===== config.mk =====
export PLATFORM = sky130hd
export DESIGN_NAME = data_bus_responder
export DESIGN_NICKNAME = d
export VERILOG_FILES = /design/src/rtl/data_bus_pkg.sv /design/src/rtl/data_bus_responder.sv
export SDC_FILE = /design/constraint.sdc
export NUM_CORES = 1
export LEC_CHECK = 0
export BUFFER_PORTS_ARGS = -buffer_cell sky130_fd_sc_hd__buf_2
export CORE_AREA = 3 3 72 74
export CTS_CLUSTER_DIAMETER = 200
export DETAILED_ROUTE_END_ITERATION = 16
export DIE_AREA = 0 0 75 77
export GPL_TIMING_DRIVEN = 0
export PLACE_DENSITY = 0.65
export SYNTH_ARGS = -nofsm -noshare
export SYNTH_HDL_FRONTEND = slang
export SYNTH_SLANG_ARGS = --single-unit

===== constraint.sdc =====
create_clock -name clk_i -period 1.01 [get_ports clk_i]
set_input_delay 0 -clock clk_i [delete_from_list [all_inputs] [get_ports clk_i]]
set_output_delay 0 -clock clk_i [all_outputs]
set_load 0.01 [all_outputs]

===== src/rtl/data_bus_pkg.sv =====
// Shared types and helpers for data-bus responders.
// Address-window decode lives here so that other responders can reuse it.
package data_bus_pkg;

  typedef enum logic [1:0] {
    IDLE  = 2'd0,
    STALL = 2'd1,
    RESP  = 2'd2
  } resp_state_e;

  localparam int BUS_AW  = 32;
  localparam int BUS_DW  = 32;
  localparam int BUS_BEW = 4;

  // Assumes start is aligned to size and size is a power of two.
  function automatic logic in_window(input logic [BUS_AW-1:0] addr,
                                     input logic [BUS_AW-1:0] start,
                                     input logic [BUS_AW-1:0] size);
    return (addr & ~(size - 32'd1)) == start;
  endfunction

endpackage


===== src/rtl/data_bus_responder.sv =====
// Responder end of the core data bus (req/gnt/rvalid) in front of a 1-cycle SRAM.
// One outstanding transaction, optional wait states before grant, window decode.
//
// state | meaning
// IDLE  | no transaction; grants immediately when WAIT_CYCLES is 0
// STALL | counting wait states before grant
// RESP  | response cycle: rvalid_o high, no grant
module data_bus_responder
  import data_bus_pkg::*;
#(
  parameter logic [31:0] MEM_START   = 32'h0000_0000,
  parameter int unsigned MEM_SIZE    = 8192,
  parameter int unsigned WAIT_CYCLES = 0,
  localparam int unsigned AW         = $clog2(MEM_SIZE / 4)
) (
  input  logic              clk_i,
  input  logic              rst_ni,
  input  logic              req_i,
  input  logic              we_i,
  input  logic [3:0]        be_i,
  input  logic [31:0]       addr_i,
  input  logic [31:0]       wdata_i,
  output logic              gnt_o,
  output logic              rvalid_o,
  output logic [31:0]       rdata_o,
  output logic              err_o,
  output logic              mem_req_o,
  output logic              mem_we_o,
  output logic [3:0]        mem_be_o,
  output logic [AW-1:0]     mem_addr_o,
  output logic [31:0]       mem_wdata_o,
  input  logic [31:0]       mem_rdata_i
);

  localparam int unsigned CW = (WAIT_CYCLES > 0) ? $clog2(WAIT_CYCLES + 1) : 1;
  localparam logic [CW-1:0] CNT_LOAD = (WAIT_CYCLES > 0) ? CW'(WAIT_CYCLES - 1) : '0;

  if (MEM_SIZE < 4 || (MEM_SIZE & (MEM_SIZE - 1)) != 0 ||
      (MEM_START & (MEM_SIZE - 1)) != 0 || WAIT_CYCLES > 15) begin : g_bad_cfg
    $error("data_bus_responder: illegal MEM_START/MEM_SIZE/WAIT_CYCLES");
  end

  resp_state_e   r_state;
  resp_state_e   w_state_nxt;
  logic [CW-1:0] r_cnt;
  logic          r_we;
  logic          r_err;
  logic          w_in_range;
  logic          w_gnt;

  assign w_in_range = in_window(addr_i, MEM_START, MEM_SIZE);

  always_ff @(posedge clk_i or negedge rst_ni) begin
    if (!rst_ni) begin
      r_state <= IDLE;
    end else begin
      r_state <= w_state_nxt;
    end
  end

  always_comb begin
    w_state_nxt = r_state;
    w_gnt       = 1'b0;
    case (r_state)
      IDLE: begin
        if (req_i) begin
          if (WAIT_CYCLES == 0) begin
            w_gnt       = 1'b1;
            w_state_nxt = RESP;
          end else begin
            w_state_nxt = STALL;
          end
        end
      end
      STALL: begin
        // An initiator withdrawing its request is abandoned without any access.
        if (!req_i) begin
          w_state_nxt = IDLE;
        end else if (r_cnt == '0) begin
          w_gnt       = 1'b1;
          w_state_nxt = RESP;
        end
      end
      RESP:    w_state_nxt = IDLE;
      default: w_state_nxt = IDLE;
    endcase
  end

  always_ff @(posedge clk_i or negedge rst_ni) begin
    if (!rst_ni) begin
      r_cnt <= '0;
      r_we  <= 1'b0;
      r_err <= 1'b0;
    end else begin
      if (r_state == IDLE && req_i && WAIT_CYCLES != 0) begin
        r_cnt <= CNT_LOAD;
      end else if (r_state == STALL && r_cnt != '0) begin
        r_cnt <= r_cnt - CW'(1);
      end
      if (w_gnt) begin
        r_we  <= we_i;
        r_err <= ~w_in_range;
      end
    end
  end

  // Request-side outputs are forced low while reset is held.
  assign gnt_o       = w_gnt & rst_ni;
  assign mem_req_o   = gnt_o & w_in_range;
  assign mem_we_o    = we_i & rst_ni;
  assign mem_be_o    = be_i & {4{rst_ni}};
  assign mem_addr_o  = addr_i[AW+1:2] & {AW{rst_ni}};
  assign mem_wdata_o = wdata_i & {32{rst_ni}};

  assign rvalid_o = (r_state == RESP);
  assign err_o    = rvalid_o & r_err;
  assign rdata_o  = (rvalid_o && !r_we && !r_err) ? mem_rdata_i : 32'h0;

endmodule


==> out/metrics.yaml <==
finalWeightedCongestion: 0.757
post-route-worst-setup-slack_ns: -0.354
drc: 0
die-area_um2: 5780
hold_violations: 0
syn-num-nets: 209
clock.fmax_mhz: 733
syn_inst: 105
grt_pass1_vias: 1318
ios: 188
nNetsFinal: 407
vias: 1406
crit_fanout: 5
area_growth_syn_to_layout_pct: 176
synth_cell_type_count: 13
syn_area_per_cell_um2: 7.19
design.core.area_um2: 4660
violations: "negative setup slack"
skew_ns: 0.00153
die-width_um: 75
cp.arrival_ns: 1.36
cts_buffers: 3
ir_drop_mv: 0.265
drive_gt1_share_pct: 76.2
cp-start-kind: "flip-flop"
fillers: 453
multi_input_area_um2: 664
globalRouteOverflowTotal: 0
setup_viol_count_final: 36
crit_type: "flip-flop to output port"
pre_cts_slack_ns: -0.207
cts-htree-levels: 1
relSlewSlack_pct: 76.0
grt_max_degree: 11
hpwl_mm: 3.39
ctsLongestPathBuffers: 2
via_per_inst: 3.95
ys.warnings.count: 0
dr.pass1.iters: 3
synth-seq-cells: 3
drt_iter0_drc: 21
post_drt_wl_per_cell_um: 11.4
cts_tree: "built"
seq_area_um2: 75.1
min_period_ns: 1.36
clkTransAtPathRegs_ns: 0.03
fin_crit_sh_pct: 135
rsz0062_at_grt: "true"
rows: 25
port_buffers: 185
grt_usage_pct: 11.8
synth_area_um2: 754
holdCritPathClass: "input pin to flip-flop"
die_h_um: 77
ant_nets: 0
start_util_pct: 16.2
diodes: 0
timing.hold.ws_ns: 0.0298
crit_required_ns: 1.01
antenna_found_initial: 0
numClockSinks: 3
cts_root_buffer: "clkbuf_8"
status: "finished with violations"
endpoint_kind: "output port"
grt_pass1_wl_mm: 5.53
p_per_area_nw_per_um2: 474
p_leak_uw: 0.00126
setup_tns_ns: -10.90
ys_seq_area_share_pct: 9.95
tightest_slew_ns: 0.357
slew_viol_final: 0
wl_mm: 4.05
insertion_delay_ns: 0.22
fin_util_pct: 44.7
total_power_uw: 987
cap_violations: 0
power by group:
part,total [uW],internal (uW),switching (uW)
Clock,353,270,83.1
Sequential,139,130,9.35
Combinational,495,298,197
Total,987,697,290
per-stage QoR:
step	instances	instance area (um2)
final	356	2080
after global routing	356	2080
after floorplan	105	758
after detailed placement	344	1750
after global placement	344	1750
after CTS	354	1950
area by class of cell:
type / instances / area share (%)
plain buffers: 8 / 2.64
clock buffers: 4 / 2.16
multi-input cells: 94 / 31.9
flip-flops and latches: 3 / 3.60
well taps: 54 / 3.24
repair buffers: 193 / 56.5
per-layer routing:
layer  GRT usage, %  routed length (um)  up-vias  share of wire, %
li1               -                   -      717                 -
met1           11.7                1310      581                32
met2           24.3                2240      106                55
met3           1.83                 482        2                12
met4           2.14                  21        0              0.52
met5              0                   0        -                 0
registers in the layout, summed over array words and instances, names as in the netlist:
register / cells
r_state: 1
r_we: 1
r_err: 1
path summary, 6_finish.rpt:
kind,cells after the start,slack (ns),start,end
worst max-delay path,5,-0.35,r_state[1],rdata_o[25]
worst min-delay path,2,0.03,we_i,r_we
worst max register to register,3,-0.07,r_state[1],r_we
worst min register to register,2,0.62,r_state[1],r_state[1]
max in group asynchronous,2,0.63,rst_ni,r_err
min in group asynchronous,2,0.22,rst_ni,r_state[1]
cells by family (layout without fill, tap and decap cells):
group                  count (synthesis)  in the layout  synth area share (%)
and+or+nand+nor                       92             92                  83.3
buffers and inverters                  8            205                  4.48
DFF                                    3              3                  9.95
AOI/OAI and AO/OA                      1              1                 0.830
muxes                                  1              1                  1.49
worst max-delay path: stages, from the launching register on:
cell	delay, ns
dfrtp_1	0.41
nor3b_4	0.17
buf_6	0.13
buf_4	0.14
and2_2	0.19
buf_6	0.12
synth_stat cells:
cell type | number | share of area, %
and2_2 | 29 | 29
nor3b_4 | 1 | 2.5
clkbuf_2 | 3 | 2.0
nor3_1 | 1 | 0.66
clkbuf_1 | 5 | 2.5
and4_1 | 2 | 2.3
dfrtp_1 | 3 | 9.9
a31oi_1 | 1 | 0.83
mux2_2 | 1 | 1.5
and2_1 | 53 | 44
nor4_1 | 4 | 3.3
nor2b_2 | 1 | 1.2
nor2_1 | 1 | 0.50
what timing repair did:
action | 4_1_cts | 5_1_grt
hold buffers | 1 | 0
pin swaps | 3 | 1
endpoints found under the setup margin | 36 | 37
buffers inserted | 5 | 2
hold endpoints to repair | 3 | 0
gates cloned | 0 | 1
gates resized for setup | 22 | 28
layout by cell type (no fill, tap or decap):
| cell | count |
|---|---|
| and4_1 | 2 |
| nor2_1 | 1 |
| nor2b_4 | 1 |
| buf_6 | 33 |
| nor3_1 | 1 |
| buf_2 | 156 |
| dlygate4sd3_1 | 1 |
| clkbuf_8 | 4 |
| dfrtp_1 | 3 |
| buf_4 | 5 |
| and2_2 | 21 |
| and2_4 | 8 |
| and2_1 | 53 |
| a31oi_1 | 1 |
| nor3b_4 | 1 |
| clkbuf_1 | 6 |
| mux2_4 | 1 |
| nor4_1 | 4 |
No activity file was read; power rests on OpenSTA's default activity.
